File: config.mk
export PLATFORM = sky130hd
export DESIGN_NAME = pps_monitor
export DESIGN_NICKNAME = d
export VERILOG_FILES = /design/src/rtl/pps_monitor.sv
export SDC_FILE = /design/constraint.sdc
export NUM_CORES = 1
export LEC_CHECK = 0
export BUFFER_PORTS_ARGS = -buffer_cell sky130_fd_sc_hd__buf_4
export CAP_MARGIN = 20
export CELL_PAD_IN_SITES_DETAIL_PLACEMENT = 1
export CELL_PAD_IN_SITES_GLOBAL_PLACEMENT = 1
export CORE_ASPECT_RATIO = 2
export CORE_MARGIN = 2
export CORE_UTILIZATION = 45
export DETAILED_ROUTE_END_ITERATION = 10
export PLACE_DENSITY_LB_ADDON = 0.1
export SLEW_MARGIN = 20
export SYNTH_ARGS = -nofsm -noshare
export SYNTH_HDL_FRONTEND = slang
export SYNTH_SLANG_ARGS = --single-unit
File: constraint.sdc
create_clock -name clk -period 8 [get_ports clk]
set_input_delay 0.8 -clock clk [delete_from_list [all_inputs] [get_ports clk]]
set_output_delay 0.8 -clock clk [all_outputs]
set_load 0.03 [all_outputs]
File: src/rtl/pps_monitor.sv
`default_nettype none
// ============================================================================
// pps_monitor : synchronizes a PPS input, measures edge-to-edge period and
//               reports period qualification, lock and loss-of-signal status.
// Revision    : 1.0
// ============================================================================
module pps_monitor #(
  parameter logic [31:0] CLK_FREQ   = 32'd10_000_000,
  parameter logic [31:0] TOLERANCE  = 32'd100,
  parameter logic [3:0]  LOCK_COUNT = 4'd3
) (
  input  logic        clk,
  input  logic        reset_n,
  input  logic        pps_in,
  output logic        pps_edge,
  output logic [31:0] period,
  output logic        period_valid,
  output logic        period_good,
  output logic        locked,
  output logic        lost,
  output logic [31:0] edge_count
);

  localparam logic [32:0] c_TIMEOUT = {1'b0, CLK_FREQ} + {1'b0, TOLERANCE} + 33'd1;

  typedef enum logic [1:0] {
    ST_IDLE    = 2'd0,
    ST_MEASURE = 2'd1,
    ST_LOCKED  = 2'd2
  } state_t;

  logic [1:0]         r_rst_sync;
  logic               w_run;
  logic               r_s1;
  logic               r_s2;
  logic               r_s3;
  logic               w_edge;
  logic [31:0]        r_cnt;
  logic signed [32:0] w_diff;
  logic [32:0]        w_abs;
  logic               w_good;
  logic               w_timeout;

  state_t             r_state;
  state_t             w_state_nxt;
  logic [3:0]         r_good_cnt;
  logic [3:0]         w_good_cnt_nxt;
  logic [4:0]         w_good_inc;
  logic               r_pps_edge;
  logic [31:0]        r_period;
  logic [31:0]        w_period_nxt;
  logic               r_period_valid;
  logic               w_period_valid_nxt;
  logic               r_period_good;
  logic               w_period_good_nxt;
  logic               r_locked;
  logic               w_locked_nxt;
  logic               r_lost;
  logic               w_lost_nxt;
  logic [31:0]        r_edge_count;

  // Reset release is synchronized; assertion stays asynchronous.
  always_ff @(posedge clk or negedge reset_n) begin
    if (!reset_n) begin
      r_rst_sync <= 2'b00;
    end else begin
      r_rst_sync <= {r_rst_sync[0], 1'b1};
    end
  end

  assign w_run = r_rst_sync[1];

  always_ff @(posedge clk or negedge reset_n) begin
    if (!reset_n) begin
      r_s1 <= 1'b0;
      r_s2 <= 1'b0;
      r_s3 <= 1'b0;
    end else if (!w_run) begin
      r_s1 <= 1'b0;
      r_s2 <= 1'b0;
      r_s3 <= 1'b0;
    end else begin
      r_s1 <= pps_in;
      r_s2 <= r_s1;
      r_s3 <= r_s2;
    end
  end

  assign w_edge = r_s2 & ~r_s3;

  always_ff @(posedge clk or negedge reset_n) begin
    if (!reset_n) begin
      r_cnt <= 32'd0;
    end else if (!w_run) begin
      r_cnt <= 32'd0;
    end else if (w_edge) begin
      r_cnt <= 32'd1;
    end else if (r_cnt != 32'hFFFF_FFFF) begin
      r_cnt <= r_cnt + 32'd1;
    end
  end

  // 33-bit signed difference so periods far below CLK_FREQ cannot wrap.
  assign w_diff    = $signed({1'b0, r_cnt}) - $signed({1'b0, CLK_FREQ});
  assign w_abs     = w_diff[32] ? $unsigned(-w_diff) : $unsigned(w_diff);
  assign w_good    = (w_abs <= {1'b0, TOLERANCE});
  assign w_timeout = ({1'b0, r_cnt} == c_TIMEOUT);

  always_comb begin
    w_state_nxt        = r_state;
    w_good_cnt_nxt     = r_good_cnt;
    w_good_inc         = {1'b0, r_good_cnt} + 5'd1;
    w_period_nxt       = r_period;
    w_period_valid_nxt = 1'b0;
    w_period_good_nxt  = r_period_good;
    w_locked_nxt       = r_locked;
    w_lost_nxt         = r_lost;
    if (w_edge) begin
      w_lost_nxt = 1'b0;
      case (r_state)
        ST_IDLE: begin
          w_state_nxt = ST_MEASURE;
        end
        ST_MEASURE, ST_LOCKED: begin
          w_period_nxt       = r_cnt;
          w_period_valid_nxt = 1'b1;
          w_period_good_nxt  = w_good;
          if (w_good) begin
            if (r_state == ST_MEASURE) begin
              w_good_cnt_nxt = w_good_inc[3:0];
              if (w_good_inc >= {1'b0, LOCK_COUNT}) begin
                w_state_nxt  = ST_LOCKED;
                w_locked_nxt = 1'b1;
              end
            end
          end else begin
            w_good_cnt_nxt = 4'd0;
            w_locked_nxt   = 1'b0;
            w_state_nxt    = ST_MEASURE;
          end
        end
        default: begin
          w_state_nxt = ST_IDLE;
        end
      endcase
    end else if ((r_state != ST_IDLE) && w_timeout) begin
      w_lost_nxt     = 1'b1;
      w_locked_nxt   = 1'b0;
      w_good_cnt_nxt = 4'd0;
      w_state_nxt    = ST_IDLE;
    end
  end

  always_ff @(posedge clk or negedge reset_n) begin
    if (!reset_n) begin
      r_state        <= ST_IDLE;
      r_good_cnt     <= 4'd0;
      r_pps_edge     <= 1'b0;
      r_period       <= 32'd0;
      r_period_valid <= 1'b0;
      r_period_good  <= 1'b0;
      r_locked       <= 1'b0;
      r_lost         <= 1'b0;
      r_edge_count   <= 32'd0;
    end else if (!w_run) begin
      r_state        <= ST_IDLE;
      r_good_cnt     <= 4'd0;
      r_pps_edge     <= 1'b0;
      r_period       <= 32'd0;
      r_period_valid <= 1'b0;
      r_period_good  <= 1'b0;
      r_locked       <= 1'b0;
      r_lost         <= 1'b0;
      r_edge_count   <= 32'd0;
    end else begin
      r_state        <= w_state_nxt;
      r_good_cnt     <= w_good_cnt_nxt;
      r_pps_edge     <= w_edge;
      r_period       <= w_period_nxt;
      r_period_valid <= w_period_valid_nxt;
      r_period_good  <= w_period_good_nxt;
      r_locked       <= w_locked_nxt;
      r_lost         <= w_lost_nxt;
      if (w_edge) begin
        r_edge_count <= r_edge_count + 32'd1;
      end
    end
  end

  assign pps_edge     = r_pps_edge;
  assign period       = r_period;
  assign period_valid = r_period_valid;
  assign period_good  = r_period_good;
  assign locked       = r_locked;
  assign lost         = r_lost;
  assign edge_count   = r_edge_count;

endmodule
`default_nettype wire

## Word-level counts from Yosys, hierarchy flattened

Index checks and enable logic that the tools add are counted.

- Bits of input ports: 3
- Register bits: 112
- Word-level logic and storage cells: 86
- Output and inout port bits: 69

- Equality and inequality tests: 13
- Reductions and logical operators: 8
- $add $sub $neg: 5
- Bitwise gates (word level): 2
- Muxes and demuxes: 42
- Magnitude comparators: 2

Operators with widths:

| kind | count |
|---|---|
| 2-to-1 mux 32 bit | 8 |
| adder 32 x 1 -> 32 bit (second input constant) | 2 |
| <= comparator 33 x 7 -> 1 bit (second input constant) | 1 |
| 2-to-1 mux 33 bit | 1 |
| negation 33 bit | 1 |
| subtractor 32 x 24 -> 33 bit (second input constant) | 1 |
| == test 32 x 24 -> 1 bit (second input constant) | 1 |
| inequality test 32 bit (second input constant) | 1 |
| 2-to-1 mux 4 bit | 6 |
| 2-to-1 mux 1 bit | 20 |
| 2-to-1 mux 2 bit | 6 |
| inequality test 5 bit (second input constant) | 2 |
| inequality test 4 x 3 -> 1 bit (second input constant) | 2 |
| inequality test 3 x 1 -> 1 bit (second input constant) | 2 |
| AND reduction 3 bit | 2 |
| adder 4 x 1 -> 5 bit (second input constant) | 1 |
| >= comparator 5 x 2 -> 1 bit (second input constant) | 1 |
| inequality test 2 x 1 -> 1 bit (second input constant) | 2 |
| case mux 2 bit (2 select lines) | 1 |
| AND reduction 4 bit | 1 |
| inequality test 3 x 2 -> 1 bit (second input constant) | 1 |
| == test 2 x 1 -> 1 bit (second input constant) | 1 |
| == test 2 bit (second input constant) | 1 |
| zero test 2 bit | 1 |
| 6 further kinds | 6 |

## Logic depth before layout (Yosys ltp)

- Depth in word-level cells: 8
- Gate-level depth with buffers: 14
- Gate-level depth less buffers: 12

## Worst setup path after synthesis

Ideal clock, no wire load.

- Path kind: reg-to-reg
- Start point: register r_cnt[7]
- End point: register r_good_cnt[1]
- Slack: 4.298 ns
- Period minus slack after synthesis: 3.702 ns
- Path buffers: 1
- Arrival time: 3.607 ns
- Setup time: 0.096 ns
- Cell stages (with the launch flop): 14
- Required time: 7.904 ns
- Cells stage by stage: dfrtp_1 clkbuf_1 inv_1 ha_1 nand3b_1 o31ai_1 o21ai_0 and2_1 or3_1 a32o_1 nor4b_2 nand4_4 or2_4 o32ai_2

- Word-level cells in the longest chain between the ends: 8
- Elaborated cells between the ends (all ways): 13
- Classes of those cells: add/sub (2); order compare (1); eq/ne (3); mux (5); reduce/logical (2)

RTL lines:

| element | line | RTL |
|---|---|---|
| from (decl) | 38 | `logic [31:0] r_cnt;` |
| from (signal assigned) | 99 | `r_cnt <= r_cnt + 32'd1;` |
| subtractor 32 x 24 -> 33 bit | 104 | `assign w_diff = $signed({1'b0, r_cnt}) - $signed({1'b0, CLK_FREQ});` |
| negation 33 bit | 105 | `assign w_abs = w_diff[32] ? $unsigned(-w_diff) : $unsigned(w_diff);` |
| 2-to-1 mux 33 bit | 105 |  |
| <= comparator 33 x 7 -> 1 bit | 106 | `assign w_good = (w_abs <= {1'b0, TOLERANCE});` |
| 2-to-1 mux 4 bit | 128 | `if (w_good) begin` |
| 2-to-1 mux 4 bit | 120 | `case (r_state)` |
| 2-to-1 mux 4 bit | 118 | `if (w_edge) begin` |
| 2-to-1 mux 4 bit | 165 | `end else if (!w_run) begin` |
| to (signal assigned) | 177 | `r_good_cnt <= w_good_cnt_nxt;` |
| to (decl) | 46 | `logic [3:0] r_good_cnt;` |

Parallel ways exist; a longest one is shown, timed or not. The select of a mux whose other input is x is not followed.
A chain may end at the register's enable or synchronous reset.

## Final worst setup path

Same ends and word-level chain as after synthesis.

==> impl_results.md <==
* Status: finished, final reports clean
* Syn avg cell area at 8.857 sq um
* Buffers on Ports at 71
* Crit path kind: register to register
* Final min period at ~4.2 ns
* Global route overflow at 0
* Post-CTS sizing at 0
* Core Box Area at 15370 sq um
* WP data required at 8.28 ns
* Routability congestion estimate from global placement at 1.017
* CTS Sinks at 112
* Worst Setup End Kind: register
* Filler cells at 1800
* Design Area, Final at 8051 sq um
* Via count at ~6400
* Iteration-0 DRC Markers at about 270
* Site Rows at between 60 and 70
* Setup violators final at 0
* Chip height at 181.5 um
* Total CTS buffers at 9
* Starting Density at 46.09%
* # IOs at 72
* Clk_skew at 0.01057 ns
* Worst-path clk slew at around 0.080 ns
* Max IR drop VDD at 127.1 uV
* Final hold violation count at 0
* Final net count at 853
* Top-count cell post-synth: dfrtp_1
* Root buf cell: clkbuf_16
* R2r startpoint: r_cnt[7]
* Overall Global Routing Usage at 29.54%
* DRT Pass-1 Iters at 4
* Gate Count Post-Synth at 800
* Synthesized Nets at 816
* Top FF cell, synth: dfrtp_1
* Worst slew margin at 42.29%
* Final HPWL DP at 18020 um
* Top cell type's share of synthesized area at between 30% and 40%
* Post-Synthesis Cell Area at 7086 sq um
* Area of the multi-input gates at between 3000 and 4000 sq um
* Max_cap viols at 0
* Seq/Total Area, Yosys at 39.56%
* Die width at 92.73 um
* Pwr Total at 1.169 mW
* Residual DRC at 0
* Worst min-delay path class: input port to asynchronous set/reset pin
* Max Freq at 235.4 MHz
* Final period util at 53.10%
* ANT cells at 0
* Initial antenna violation count at 0
* Synth top area cells: dfrtp_1 (40%), xnor2_1 (5.3%), nand2_1 (3.7%)
* Static leakage power at 3.521 nW
* Pin count of the biggest net entering global routing at 85
* R2R depth at 12
* Hold-fix buffers, CTS at 0
* H-tree depth at 3
* RSZ-0062 raised after global routing: false
* Number of synthesized flops with an enable pin at 0
* Worst-path maximum fanout at 16
* DR WL/cell at 22.92 um
* Clock buffer depth at 2
* CTS tree: yes
* Flop2flop setup slack at 3.75 ns
* Layout overhead on the synthesized area at 13.63%
* Leading area contributor after synthesis: dfrtp_1
* Placed instance area at ~7700 sq um
* Actual slew at the worst max-slew pin at ~0.86 ns
* Fraction of registers with async set/reset at 100.0%
* Post-synthesis cell type count at 82
* Die ar. at approximately 17000 sq um
* Antenna-violating nets left at 0
* Synth top cells by count: dfrtp_1 (112), nand2_1 (70), nor2_1 (66)
* Vias per inst at 6.133
* Vias in the first global route at roughly 7000
* Synth Register Bits at ~110
* Routed WL at 23840 um
* Post-CTS Setup Bufs at 0
* Startpoint Class: register
* Worst-Skew Late Latency at ~0.37 ns
* Final Max Slew Viols at 0
* Worst reg2reg path endpoint: r_good_cnt[1]
* Synth warnings at 0
* Finished Layout Cells at 1040
* Data arrival, critical path at 4.52 ns
* Cells after DPL at just over 1000
* First-pass GRT wire length at 38300 um
* Pwr dens at approximately 150 nW/um^2
* Fin Setup TNS at 0 ns
* Seq. cell area at 2803 sq um
* Fraction of layout cells with a size suffix above 1 at 13.90%
==> per-stage QoR <==
step / worst slack [ns] / utilization [%] / hold slack [ns]
after global routing: 3.426 / 52.37 / 0.3722
after global placement: 3.969 / 50.04 / 0.3365
after detailed placement: 3.799 / 50.04 / 0.3492
final: 3.752 / 52.37 / 0.3554
after CTS: 3.752 / 52.34 / 0.3602
after floorplan: 4.298 / - / 0.3312
==> cells by family (layout without fill, tap and decap cells) <==
group / after synthesis / in the layout / share of synthesized area [%]
xor gates and xnor gates: 63 / 63 / 7.787
adders and majority gates: 13 / 13 / 2.296
other: 1 / 1 / 0.05292
muxes: 5 / 5 / 0.7240
and+or+nand+nor: 351 / 351 / 27.07
buffers and inverters: 74 / 116 / 4.397
AOI/OAI and AO/OA: 181 / 181 / 18.12
DFF: 112 / 112 / 39.56
==> area by class of cell <==
type | count | area share, %
Tap cell | 198 | 3.077
Inverter | 22 | 1.026
Timing Repair Buffer | 78 | 7.319
Sequential cell | 112 | 34.81
Clock inverter | 6 | 1.538
Clock buffer | 10 | 2.844
Multi-Input combinational cell | 614 | 49.39
==> per-layer routing <==
metal / track usage, % / up-vias / share of wire (%)
met5: 0 / - / 0
met4: 16.65 / 0 / 5.8
met3: 3.859 / 66 / 3.0
met2: 55.47 / 159 / 55
met1: 30.76 / 3204 / 36
li1: - / 2949 / -
==> cell usage in the layout, fill, tap and decap left out, types with 8 or more instances in the layout <==
| cell type | count |
|---|---|
| a21boi_0 | 8 |
| a21oi_1 | 24 |
| a22o_1 | 21 |
| a31oi_1 | 9 |
| and2_1 | 33 |
| and3_1 | 13 |
| buf_4 | 77 |
| clkbuf_16 | 9 |
| dfrtp_1 | 112 |
| ha_1 | 13 |
| inv_1 | 22 |
| nand2_1 | 70 |
| nand3_1 | 38 |
| nand4_1 | 17 |
| nor2_1 | 66 |
| nor2b_1 | 8 |
| nor3_1 | 15 |
| nor4_1 | 18 |
| o21ai_0 | 40 |
| or3_1 | 25 |
| xnor2_1 | 43 |
| xor2_1 | 20 |
==> report_power, final <==
part           total, mW  switching (mW)  internal, mW
clock network      0.541           0.229         0.312
registers          0.572         0.00378         0.569
logic             0.0560          0.0411        0.0149
==> critical path, stage by stage (launching register included) <==
cell      delay [ns]
dfrtp_1         0.63
inv_1           0.18
ha_1            0.33
nand3b_1        0.30
o31ai_1         0.45
o21ai_0         0.28
and2_1          0.28
or3_1           0.31
a32o_1          0.26
nor4b_2         0.36
nand4_4         0.21
or2_4           0.30
o32ai_2         0.23
==> state kept, by name (all words and copies together), names as in the netlist, 2 cells and up <==
register    flops
r_good_cnt      4
period         32
r_rst_sync      2
edge_count     32
r_state         2
r_cnt          32
==> worst max-delay path by stage <==
stage / start / end / slack, ns
6_report: r_cnt[7] / r_good_cnt[1] / 3.75
5_1_grt: r_cnt[7] / r_good_cnt[1] / 3.43
4_1_cts: r_cnt[7] / r_good_cnt[1] / 3.75
3_5_place_dp: r_cnt[7] / r_good_cnt[1] / 3.80
3_3_place_gp: r_cnt[7] / r_good_cnt[1] / 3.97
2_1_floorplan: r_cnt[7] / r_good_cnt[1] / 4.30
Note: power is estimated with default switching activity, not from simulation.
